===== config.mk =====
export PLATFORM = sky130hd
export DESIGN_NAME = ccff_chain_loader
export DESIGN_NICKNAME = d
export VERILOG_FILES = /design/src/rtl/ccff_chain_loader.sv
export SDC_FILE = /design/constraint.sdc
export NUM_CORES = 1
export LEC_CHECK = 0
export ABC_AREA = 1
export ABC_CLOCK_PERIOD_IN_PS = 4500
export BUFFER_PORTS_ARGS = -buffer_cell sky130_fd_sc_hd__buf_2
export CAP_MARGIN = 10
export CORE_MARGIN = 2
export CORE_UTILIZATION = 55
export CTS_BUF_LIST = sky130_fd_sc_hd__clkbuf_4 sky130_fd_sc_hd__clkbuf_8
export CTS_CLUSTER_DIAMETER = 150
export CTS_CLUSTER_SIZE = 28
export DETAILED_ROUTE_END_ITERATION = 12
export PLACE_DENSITY = 0.82
export SLEW_MARGIN = 15
export SYNTH_ARGS = -nofsm -noshare
export SYNTH_HDL_FRONTEND = slang
export SYNTH_SLANG_ARGS = --single-unit

===== constraint.sdc =====
create_clock -name prog_clk -period 4.5 [get_ports prog_clk]
set_clock_uncertainty 0.1 [all_clocks]
set_input_delay 0.225 -clock prog_clk [delete_from_list [all_inputs] [get_ports prog_clk]]
set_output_delay 0.225 -clock prog_clk [all_outputs]
set_load 0.005 [all_outputs]

===== src/rtl/ccff_chain_loader.sv =====
// Configuration-chain loader: takes bitstream words over valid/ready, shifts
// them MSB-first onto the head of a ccff chain and stops after exactly
// CHAIN_LEN bits, flagging short, long or aborted bitstreams through err.
module ccff_chain_loader #(
  parameter int unsigned CHAIN_LEN = 36,
  parameter int unsigned DATA_W    = 8
) (
  input  logic              prog_clk,
  input  logic              pReset,
  input  logic              start,
  input  logic              abort,
  input  logic              bs_valid,
  input  logic [DATA_W-1:0] bs_data,
  input  logic              bs_last,
  output logic              bs_ready,
  output logic              ccff_head,
  output logic              ccff_shift_en,
  output logic              busy,
  output logic              done,
  output logic              err
);

  localparam int unsigned CNT_W = $clog2(CHAIN_LEN + 1);
  localparam int unsigned WB_W  = $clog2(DATA_W + 1);

  typedef enum logic [1:0] {
    IDLE  = 2'd0,
    FETCH = 2'd1,
    SHIFT = 2'd2,
    DONE  = 2'd3
  } state_t;

  state_t             state;
  state_t             state_nxt;

  logic [DATA_W-1:0]  sreg;
  logic [DATA_W-1:0]  sreg_nxt;
  logic               last_word;
  logic               last_word_nxt;
  logic [CNT_W-1:0]   bit_cnt;
  logic [CNT_W-1:0]   bit_cnt_nxt;
  logic [WB_W-1:0]    word_bits;
  logic [WB_W-1:0]    word_bits_nxt;

  logic               ready_nxt;
  logic               head_nxt;
  logic               shift_en_nxt;
  logic               busy_nxt;
  logic               done_nxt;
  logic               err_nxt;

  logic               xfer;
  logic               final_bit;
  logic               word_end;

  // Handshake and end-of-chain / end-of-word qualifiers for the current SHIFT cycle.
  assign xfer      = bs_valid & bs_ready;
  assign final_bit = (bit_cnt == CNT_W'(CHAIN_LEN - 1));
  assign word_end  = (word_bits == WB_W'(DATA_W - 1));

  // State register.
  always_ff @(posedge prog_clk) begin
    if (!pReset) begin
      state <= IDLE;
    end else begin
      state <= state_nxt;
    end
  end

  // Next-state logic; abort outranks every other transition while loading.
  always_comb begin
    state_nxt = state;
    case (state)
      IDLE: begin
        if (start) begin
          state_nxt = FETCH;
        end
      end
      FETCH: begin
        if (abort) begin
          state_nxt = DONE;
        end else if (xfer) begin
          state_nxt = SHIFT;
        end
      end
      SHIFT: begin
        if (abort) begin
          state_nxt = DONE;
        end else if (final_bit) begin
          state_nxt = DONE;
        end else if (word_end) begin
          state_nxt = last_word ? DONE : FETCH;
        end
      end
      DONE: begin
        state_nxt = IDLE;
      end
      default: begin
        state_nxt = IDLE;
      end
    endcase
  end

  // Output and datapath next values; everything here is registered below.
  always_comb begin
    sreg_nxt      = sreg;
    last_word_nxt = last_word;
    bit_cnt_nxt   = bit_cnt;
    word_bits_nxt = word_bits;
    head_nxt      = ccff_head;
    shift_en_nxt  = 1'b0;
    done_nxt      = 1'b0;
    err_nxt       = err;
    ready_nxt     = (state_nxt == FETCH);
    busy_nxt      = (state_nxt != IDLE);
    case (state)
      IDLE: begin
        if (start) begin
          bit_cnt_nxt   = '0;
          word_bits_nxt = '0;
          err_nxt       = 1'b0;
        end
      end
      FETCH: begin
        if (abort) begin
          err_nxt = 1'b1;
        end else if (xfer) begin
          sreg_nxt      = bs_data;
          last_word_nxt = bs_last;
          word_bits_nxt = '0;
        end
      end
      SHIFT: begin
        if (abort) begin
          err_nxt = 1'b1;
        end else begin
          head_nxt      = sreg[DATA_W-1];
          shift_en_nxt  = 1'b1;
          sreg_nxt      = sreg << 1;
          bit_cnt_nxt   = bit_cnt + CNT_W'(1);
          word_bits_nxt = word_bits + WB_W'(1);
          // Chain full before the bitstream said last: long bitstream.
          if (final_bit && !last_word) begin
            err_nxt = 1'b1;
          end
          // Bitstream ended before the chain was full: short bitstream.
          if (!final_bit && word_end && last_word) begin
            err_nxt = 1'b1;
          end
        end
      end
      DONE: begin
        done_nxt = 1'b1;
      end
      default: begin
        done_nxt = 1'b0;
      end
    endcase
  end

  // Registered outputs and datapath.
  always_ff @(posedge prog_clk) begin
    if (!pReset) begin
      sreg          <= '0;
      last_word     <= 1'b0;
      bit_cnt       <= '0;
      word_bits     <= '0;
      bs_ready      <= 1'b0;
      ccff_head     <= 1'b0;
      ccff_shift_en <= 1'b0;
      busy          <= 1'b0;
      done          <= 1'b0;
      err           <= 1'b0;
    end else begin
      sreg          <= sreg_nxt;
      last_word     <= last_word_nxt;
      bit_cnt       <= bit_cnt_nxt;
      word_bits     <= word_bits_nxt;
      bs_ready      <= ready_nxt;
      ccff_head     <= head_nxt;
      ccff_shift_en <= shift_en_nxt;
      busy          <= busy_nxt;
      done          <= done_nxt;
      err           <= err_nxt;
    end
  end

endmodule


==> out/qor.yml <==
outcome: "finished, final reports clean"
clock-sinks: 27
clkLatencyLatePin_ns: 0.33
p_switching_uw: 162
dr.pass1.iters: 5
slew_headroom: 0.645
fin_crit_sh: 0.466
hold_class: "input port to flop"
die_area_um2: 2840
ys_seq_area_frac: 0.405
max_cap_viol_count: 0
slowest_stage: "dfxtp_1"
fin_tns_setup_ns: 0
r2r_setup_slack_ns: 2.40
design_area_um2: 1480
grt_pass1_wl_mm: 4.71
worstPathRequired_ns: 4.63
fin_ws_ns: 2.40
root_buffer: "clkbuf_4"
die_h_um: 53.3
drv_slew: 0
io_buffers: 19
wl_mm: 2.79
path_clk_slew_ns: 0.16
ir_worst_vdd_uv: 239
startpoint: "state[0]"
crit_arrival_ns: 2.23
fin_crit_ns: 2.10
cts_tree: "yes"
num_rows: 17
cts.path.max_buffers: 2
p_comb_frac: 0.235
initial_core_util: 0.592
met2_usage: 0.424
post_cts_buffers: 0
layout_common_cells: "49 x nand2_1, 27 x dfxtp_1, 25 x inv_1, 19 x nor2_1, 19 x buf_2"
r2r_cells: 10
power.total_uw: 497
clock_power_share: 0.216
critical_path_class: "flop to flop"
crit_end: "bit_cnt[4]"
cp_common_cell: "nand2_1"
grt_overflow_total: 0
area_growth_pct: 10.6
grt_max_degree: 17
drive_gt1_frac: 0.157
setup_viol: 0
wire_per_inst_um: 11.7
start_kind: "flop"
busiest_layer: "met2"
fill_cells: 217
numCtsBuffers: 3
rsz0062_at_grt: "false"
pwr-share-seq: 0.549
syn_avg_cell_area_um2: 7.03
use_met3: 0.0282
path_max_fanout: 15
critPathCaptureType: "flop"
yosysWarnings: 0
fmax_mhz: 477
crit_chain: "inv_1 -> ha_1 -> inv_2 -> nand2_1 -> nand2_1 -> nand2_2 -> nor3_2 -> nand3_1 -> nand2_1 -> nor2_1"
io_pins: 20
antenna_cells: 0
die_w_um: 53.3
drt_iter0_markers: 21
netlist_instances: 190
p_leak_nw: 0.729
route.vias.total: 1264
gr-usage-all-layers: 0.229
final_common_cell: "nand2_1"
nets: 232
ys_seq_elements: 27
final_util: 0.655
pre_cts_ws_ns: 2.43
grt_pass1_vias: 1170
ant_nets: 0
finalHoldViolCount: 0
ys_types: 25
syn-num-nets: 211
ctsHoldBuffers: 0
worst_pin_slew_ns: 0.532
r2r_end: "bit_cnt[4]"
ctsResizeCount: 0
grt_use_met1: 0.260
dpl_cell_area_um2: 1450
syn-cell-area_um2: 1340
powerDensity_nw_per_um2: 337
intPower_uw: 336
p_sw_frac: 0.325
route.detailed.drc: 0
vias_per_cell: 5.31
gp_congestion: 0.905
core_um2: 2250
slowest_delay_ns: 0.40
grt_antenna_before_repair: 0
htree_levels: 1
hpwl_mm: 2.15
r2r-start: "state[0]"
-- flip-flops by register name (all words and copies together), names as in the netlist, 2 cells and up --
register   count
sreg           8
bit_cnt        6
word_bits      4
state          2
-- through the flow --
stage,hold slack [ns],cells
floorplan,0.263,190
global placement,0.357,234
detailed placement,0.366,234
CTS,0.0282,238
global route,0.0407,238
finish,0.0280,238
-- final cells by class --
| cell class | instances | area [µm²] | share of cell area |
|---|---|---|---|
| clock buffers | 3 | 22.5 | 0.0153 |
| clock inverters | 1 | 5.00 | 0.00339 |
| inverters | 29 | 109 | 0.0737 |
| multi-input cells | 131 | 669 | 0.453 |
| flip-flops and latches | 27 | 541 | 0.366 |
| well taps | 28 | 35.0 | 0.0237 |
| repair buffers | 19 | 95.1 | 0.0644 |
-- worst min path at each step --
stage | endpoint | from | cells past startpoint
4_1_cts | sreg[7] | bs_data[7] | 3
6_report | sreg[7] | bs_data[7] | 3
3_3_place_gp | last_word | last_word | 2
2_1_floorplan | sreg[6] | pReset | 2
3_5_place_dp | sreg[5] | sreg[4] | 2
5_1_grt | sreg[4] | bs_data[4] | 3
-- per-layer routing --
metal	vias to the layer above	wire length [µm]	part of all wire
met5	-	0	0
met4	0	46	0.016
met3	4	183	0.066
met2	38	1380	0.50
met1	569	1180	0.42
li1	653	-	-
-- cell families (layout without fill, tap and decap cells) --
logic type,count (synthesis),after routing,share of synthesized area
buffers and inverters,32,52,0.0937
AO/OA/AOI/OAI,36,36,0.148
flip-flops,27,27,0.405
adder cells (fa/ha/maj),7,7,0.0656
AND/OR/NAND/NOR,88,88,0.288
-- synth_stat cells (all sizes together) --
library cell,instances,share of area
buf,2,0.0094
or2,1,0.0047
a21oi,11,0.041
nor2,19,0.053
clkbuf,1,0.0028
nand4,2,0.0094
o31ai,1,0.0056
nor4,1,0.0094
nor3b,2,0.015
a31oi,7,0.033
dfxtp,27,0.40
o21ai,15,0.056
ha,7,0.066
nand2,51,0.15
a211oi,1,0.0056
inv,29,0.082
nor3,2,0.011
nand3,10,0.037
a31o,1,0.0066
-- power groups by stage --
stage | combinational, mW | clock (mW) | sequential, mW
finish | 0.117 | 0.108 | 0.273
global route | 0.134 | 0.118 | 0.276
CTS | 0.116 | 0.111 | 0.273
detailed placement | 0.115 | 0 | 0.278
global placement | 0.110 | 0 | 0.277
floorplan | 0.0858 | 0 | 0.277
-- critical path, delay by kind of cell (launching register included) --
kind	cells	cell delay [ns]
simple gates	7	0.76
buf+inv	2	0.34
flops	1	0.40
fa+ha+maj	1	0.40
Power figures use the tool's default switching activity.
